--- config.mk ---
export PLATFORM = sky130hd
export DESIGN_NAME = data_memory_unit
export DESIGN_NICKNAME = d
export VERILOG_FILES = /design/src/rtl/data_memory_unit.sv
export SDC_FILE = /design/constraint.sdc
export NUM_CORES = 2
export LEC_CHECK = 0
export CAP_MARGIN = 20
export CORE_ASPECT_RATIO = 1.2
export CORE_MARGIN = 2
export CORE_UTILIZATION = 57
export CTS_BUF_LIST = sky130_fd_sc_hd__clkbuf_4 sky130_fd_sc_hd__clkbuf_8 sky130_fd_sc_hd__clkbuf_16
export DETAILED_ROUTE_END_ITERATION = 10
export GPL_ROUTABILITY_DRIVEN = 0
export PLACE_DENSITY = 0.83
export SLEW_MARGIN = 20
export SYNTH_ARGS = -nofsm -noshare
export SYNTH_HDL_FRONTEND = slang
export SYNTH_MEMORY_MAX_BITS = 65536
export SYNTH_SLANG_ARGS = --single-unit
--- constraint.sdc ---
create_clock -name CLK -period 3.03 [get_ports CLK]
set_input_delay 0.303 -clock CLK [delete_from_list [all_inputs] [get_ports CLK]]
set_output_delay 0.303 -clock CLK [all_outputs]
set_load 0.02 [all_outputs]
--- src/rtl/data_memory_unit.sv ---
// Processor data memory: word RAM plus memory-mapped TX FIFO, status register and free-running timer.
// Reads are combinational from Adr; every piece of state updates on the rising edge of CLK.
module data_memory_unit #(
    parameter int ADDR_BITS  = 8,
    parameter int FIFO_DEPTH = 4
) (
    input  logic        CLK,
    input  logic        RESET,
    input  logic [15:0] Adr,
    input  logic [15:0] DataIn,
    input  logic        MW,
    output logic [15:0] DataOut,
    output logic [15:0] TxData,
    output logic        TxValid,
    input  logic        TxReady
);

    localparam int          PTR_W     = $clog2(FIFO_DEPTH);
    localparam int          CNT_W     = PTR_W + 1;
    localparam logic [31:0] RAM_WORDS = 32'(2 ** ADDR_BITS);
    localparam logic [CNT_W-1:0] DEPTH_C = CNT_W'(FIFO_DEPTH);

    localparam logic [15:0] TXDATA_ADDR = 16'hFF00;
    localparam logic [15:0] STATUS_ADDR = 16'hFF01;
    localparam logic [15:0] TIMER_ADDR  = 16'hFF02;

    logic [15:0]      mem [RAM_WORDS];
    logic [15:0]      fifo [FIFO_DEPTH];
    logic [PTR_W-1:0] rd_ptr;
    logic [PTR_W-1:0] wr_ptr;
    logic [CNT_W-1:0] count;
    logic             ovf;
    logic [15:0]      timer;

    logic             in_ram;
    logic [ADDR_BITS-1:0] ram_index;
    logic             empty;
    logic             full;
    logic             push_req;
    logic             push_ok;
    logic             pop;
    logic             ovf_set;
    logic             ovf_clr;
    logic             timer_wr;
    logic [15:0]      count_ext;
    logic [15:0]      status_word;

    assign in_ram    = 32'(Adr) < RAM_WORDS;
    assign ram_index = Adr[ADDR_BITS-1:0];
    assign empty     = (count == '0);
    assign full      = (count == DEPTH_C);

    assign push_req  = MW && !in_ram && (Adr == TXDATA_ADDR);
    assign pop       = !empty && TxReady;
    // A full FIFO still accepts a push when the head leaves on the same edge.
    assign push_ok   = push_req && (!full || pop);
    assign ovf_set   = push_req && full && !pop;
    assign ovf_clr   = MW && !in_ram && (Adr == STATUS_ADDR) && DataIn[2];
    assign timer_wr  = MW && !in_ram && (Adr == TIMER_ADDR);

    assign count_ext   = 16'(count);
    assign status_word = {10'b0, count_ext[2:0], ovf, full, empty};

    assign TxValid = !empty;
    assign TxData  = empty ? 16'h0000 : fifo[rd_ptr];

    always_ff @(posedge CLK) begin
        if (MW && in_ram) begin
            mem[ram_index] <= DataIn;
        end
    end

    always_ff @(posedge CLK) begin
        if (RESET) begin
            rd_ptr <= '0;
            wr_ptr <= '0;
            count  <= '0;
            ovf    <= 1'b0;
            timer  <= 16'h0000;
        end else begin
            if (push_ok) begin
                fifo[wr_ptr] <= DataIn;
                wr_ptr       <= wr_ptr + PTR_W'(1);
            end
            if (pop) begin
                rd_ptr <= rd_ptr + PTR_W'(1);
            end
            case ({push_ok, pop})
                2'b10:   count <= count + CNT_W'(1);
                2'b01:   count <= count - CNT_W'(1);
                default: count <= count;
            endcase
            // Setting wins over clearing so an overflow is never lost.
            if (ovf_set) begin
                ovf <= 1'b1;
            end else if (ovf_clr) begin
                ovf <= 1'b0;
            end
            timer <= timer_wr ? DataIn : timer + 16'h0001;
        end
    end

    always_comb begin
        DataOut = 16'h0000;
        if (in_ram) begin
            DataOut = mem[ram_index];
        end else begin
            case (Adr)
                STATUS_ADDR: DataOut = status_word;
                TIMER_ADDR:  DataOut = timer;
                default:     DataOut = 16'h0000;
            endcase
        end
    end

endmodule

==> flow_metrics.env, run 1 <==
export IMPL_root_buffer="clkbuf_16"
export IMPL_clock_path_buffers=4
export IMPL_num_rows=214
export IMPL_ys_types=76
export IMPL_synthFlopType="edfxtp_1"
export IMPL_synthesis_nets=7408
export IMPL_grt_usage_pct=56.6
export IMPL_syn_area_per_cell_sq_um=21.9
export IMPL_yosysSeqAreaShare_pct=77.7
export IMPL_start_util_pct=57.1
export IMPL_ios=69
export IMPL_cts_sinks=4186
export IMPL_htreeDepth=5
export IMPL_numCtsBuffers=369
export IMPL_fp_dieW_um=490
export IMPL_synth_warnings=0
export IMPL_ys_seq_elements=4186
export IMPL_dpl_hpwl_um=316000
export IMPL_placed_area_sq_mm=0.180
export IMPL_grt_max_degree=106
export IMPL_fp_dieH_um=587
export IMPL_netlist_instances=7366
export IMPL_yosys_cell_count_top_type="edfxtp_1"
export IMPL_grt_worst_endpoint="DataOut[0]"
export IMPL_mappedNetlistArea_sq_mm=0.161
export IMPL_synth_cells_most_frequent="edfxtp_1, mux4_2, nor2_1"
export IMPL_antenna_found_initial=87
export IMPL_portBuffers=68
export IMPL_synth_top_area_share_pct=77.4
export IMPL_gr_total_overflow=8
export IMPL_synthArstFlopShare_pct=0
export IMPL_synth_edf_count=4160
export IMPL_worst_ep_kind="top-level output"
export IMPL_status="stopped before the end"
export IMPL_synthTopCellsByArea="edfxtp_1, mux4_2, mux2i_1"
export IMPL_yosysTopAreaCell="edfxtp_1"
export IMPL_haltStage="global routing"
export IMPL_error="[ERROR GRT-0232] Routing congestion too high. Check the congestion heatmap in the GUI."
==> stage by stage <==
stage	setup WS [ps]	hold WS, ps	utilization (%)	cells
2_1_floorplan	-137	402	-	7366
3_3_place_gp	-1780	505	63.6	12200
3_5_place_dp	-1790	513	63.6	12200
4_1_cts	-1030	9.89	68.5	12800
==> repair_timing <==
| item | CTS |
|---|---|
| pin swaps | 73 |
| setup endpoints to repair | 32 |
| hold buffers | 7 |
| gates resized for setup | 329 |
| setup buffers | 4 |
| gates cloned | 3 |
| hold endpoints to repair | 159 |
==> logic make-up after synthesis <==
group	synth area share, %
DFF	77.7
muxes	16.0
and+or+nand+nor	2.62
AOI/OAI and AO/OA	2.14
buffers and inverters	1.39
xor gates and xnor gates	0.0977
adders and majority gates	0.0512
==> routing by layer <==
metal | GRT overflow | track usage [%]
met1 | 0 | 52.6
met2 | 0 | 72.3
met3 | 0 | 44.8
met4 | 8 | 56.7
met5 | 0 | 27.6
==> inputs of run 2 (changes only) <==
--- a/config.mk
+++ b/config.mk
@@ -6,13 +6,11 @@
 export NUM_CORES = 2
 export LEC_CHECK = 0
 export CAP_MARGIN = 20
-export CORE_ASPECT_RATIO = 1.2
 export CORE_MARGIN = 2
-export CORE_UTILIZATION = 57
-export CTS_BUF_LIST = sky130_fd_sc_hd__clkbuf_4 sky130_fd_sc_hd__clkbuf_8 sky130_fd_sc_hd__clkbuf_16
+export CORE_UTILIZATION = 40
 export DETAILED_ROUTE_END_ITERATION = 10
 export GPL_ROUTABILITY_DRIVEN = 0
-export PLACE_DENSITY = 0.83
+export PLACE_DENSITY_LB_ADDON = 0.15
 export SLEW_MARGIN = 20
 export SYNTH_ARGS = -nofsm -noshare
 export SYNTH_HDL_FRONTEND = slang
==> constraint.sdc (replaced) <==
create_clock -name CLK -period 3.9 [get_ports CLK]
set_input_delay 0.39 -clock CLK [delete_from_list [all_inputs] [get_ports CLK]]
set_output_delay 0.39 -clock CLK [all_outputs]
set_load 0.02 [all_outputs]
==> run 2 against run 1 <==
  * The flow now finishes, with violations (setup timing)
  * Synthesized cell count stayed put
  * Synthesized area is the same
==> flow_metrics.env, run 2 <==
export IMPL_status="finished, violations left"
export IMPL_violations="setup timing"
export IMPL_ys_seq_elements=4186
export IMPL_critPathSlowestCell="mux4_2"
export IMPL_relSlewSlack_pct=18.9
export IMPL_num_rows=233
export IMPL_largest_reg_flops=4096
export IMPL_crit_required_ps=3510
export IMPL_critPathLaunchType="register"
export IMPL_insertion_delay_ps=1010
export IMPL_layout_worst_path_cycle_share_pct=111
export IMPL_synth_compound_area_share_pct=2.14
export IMPL_yosysTopAreaCell="edfxtp_1"
export IMPL_synthFlopType="edfxtp_1"
export IMPL_post_route_min_period_ps=4350
export IMPL_netlist_instances=7366
export IMPL_synth_warnings=0
export IMPL_setup_ws_ps=-447
export IMPL_root_buffer="clkbuf_16"
export IMPL_setup_violations=8
export IMPL_portBuffers=68
export IMPL_route_vias_total=84900
export IMPL_mappedNetlistArea_sq_mm=0.161
export IMPL_final_layout_size_suffix_gt1_share_pct=36.4
export IMPL_layout_nets=8740
export IMPL_syn_area_per_cell_sq_um=21.9
export IMPL_synthAdderAreaFrac_pct=0.0512
export IMPL_synth_cells_most_frequent="edfxtp_1, mux4_2, nor2_1"
export IMPL_crit_path_max_fanout=1
export IMPL_cp_end_kind="output pin"
export IMPL_ys_types=76
export IMPL_start_util_pct=40.1
export IMPL_grt_usage_pct=25.2
export IMPL_fp_dieW_um=639
export IMPL_dp_slack_ps=-990
export IMPL_irDropWorstVdd_uv=397
export IMPL_mostFrequentLayoutCells="edfxtp_1, mux4_2, buf_4"
export IMPL_first_iter_violations=12100
export IMPL_tightest_slew_ps=1220
export IMPL_dp_cells=13500
export IMPL_cp_cell_sequence="mux4_2 -> mux4_2 -> a22oi_2 -> buf_6 -> nand4_1 -> buf_4 -> a21oi_4 -> nor2_4 -> buf_6"
export IMPL_via_per_inst=5.91
export IMPL_largest_register="mem"
export IMPL_cts_tree="built"
export IMPL_numCtsBuffers=438
export IMPL_layout_commonest_cell="edfxtp_1"
export IMPL_fmax_mhz=230
export IMPL_firstDrtPassIters=5
export IMPL_final_cell_count_no_fill=14400
export IMPL_cts_sinks=4186
export IMPL_htreeDepth=5
export IMPL_p_leak_uw=0.0630
export IMPL_yosysSeqAreaShare_pct=77.7
export IMPL_synth_xor_xnor_area_share_pct=0.0977
export IMPL_ios=69
export IMPL_synth_edf_count=4160
export IMPL_critPathTopFamily="multiplexers"
export IMPL_dieArea_sq_mm=0.408
export IMPL_slew_violations=0
export IMPL_grt_pass1_vias=84900
export IMPL_grt_max_degree=119
export IMPL_clock_path_buffers=4
export IMPL_clock_skew_ps=24.1
export IMPL_synthMuxAreaShare_pct=16.0
export IMPL_wl_per_cell_um=36.2
export IMPL_yosys_cell_count_top_type="edfxtp_1"
export IMPL_path_buf_inv=3
export IMPL_arrival_ps=3960
export IMPL_dpl_hpwl_um=336000
export IMPL_synthTopCellsByArea="edfxtp_1, mux4_2, mux2i_1"
export IMPL_clk_pin_slew_worst_paths_ps=60
export IMPL_coreArea_sq_mm=0.402
export IMPL_rsz0062_at_grt="true"
export IMPL_slowest_delay_ps=540
export IMPL_crit_type="register to output pin"
export IMPL_synth_simple_gate_area_share_pct=2.62
export IMPL_power_density_mw_per_mm2=488
export IMPL_synthArstFlopShare_pct=0
export IMPL_syn2layout_area_growth_pct=22.2
export IMPL_drc=0
export IMPL_grt_pass1_wl_um=714000
export IMPL_hold_violations=0
export IMPL_fp_dieH_um=639
export IMPL_antenna_found_initial=32
export IMPL_drtAntennaViolNets=0
export IMPL_synthesis_nets=7408
export IMPL_gr_total_overflow=0
export IMPL_synth_top_area_share_pct=77.4
export IMPL_wirelength_um=520000
export IMPL_hp_class="primary input to register"
export IMPL_synth_top_family_by_area="multiplexers"
export IMPL_drv_cap=0
export IMPL_largestRegisters="mem: 4096 flops, fifo: 64 flops, timer: 16 flops"
export IMPL_utilization_pct=49.0
[run 2: cell counts after synthesis]
No cell type changed its count.
[run 2: layout make-up]
cell class / count / area, sq um
clock inverter: 288 / 2780
clock buffer: 526 / 11400
sequential: 4186 / 125000
antenna: 5 / 12.5
inverter: 11 / 56.3
multi-input combinational: 2742 / 35400
tap: 5287 / 6620
timing repair buffer: 1319 / 15600
fill: 32500 / 205000
[run 2: repair_timing]
item                                    in CTS  in global routing
hold endpoints to repair                   544                  0
pin swaps                                   41                 32
cloned                                       3                  1
resized for setup                          204                 55
hold buffers                                14                  0
buffers inserted                             0                  1
endpoints found under the setup margin      16                 16
[run 2: power by group]
part / internal [uW] / switching, uW / leakage [uW]
Combinational: 2070 / 3470 / 0.0186
Sequential: 49400 / 3.01 / 0.0376
Clock: 23400 / 17800 / 0.00690
[run 2: worst paths after layout]
check	from	end	slack, ps	depth (start not counted)
setup / recovery	mem[47][3]$_DFFE_PP_	DataOut[3]	-450	9
setup reg to reg	count[0]$_SDFFE_PP0P_	count[2]$_SDFFE_PP0P_	1330	10
hold / removal	DataIn[5]	mem[116][5]$_DFFE_PP_	110	1
hold reg to reg	rd_ptr[1]$_SDFFE_PP0P_	register	540	2
[run 2: routing by layer]
metal	share of wire [%]	vias up	global-route usage, %
li1	-	33800	-
met1	40	46400	35.2
met2	48	3940	40.5
met3	8.3	749	4.45
met4	3.7	8	8.25
met5	0.011	-	0
[run 2: cell families (layout without fill, tap and decap cells)]
kind of cell,count (synthesis),count (layout)
flip-flops,4186,4186
multiplexers,1280,1280
AND/OR/NAND/NOR,967,967
AO/OA/AOI/OAI,471,471
buffers and inverters,438,2144
XOR/XNOR,18,18
adder cells (fa/ha/maj),6,6
other,0,5
[run 2: per-stage QoR]
stage,cell area [sq um],TNS (ps),power [uW],hold WS (ps)
2_1_floorplan,161000,0,52600,466
3_3_place_gp,182000,-10600,55700,508
3_5_place_dp,182000,-9290,55800,522
4_1_cts,197000,-1410,96800,6.18
5_1_grt,197000,-1370,98800,45.3
6_report,197000,-809,96200,112
Power figures use the tool's default switching activity.
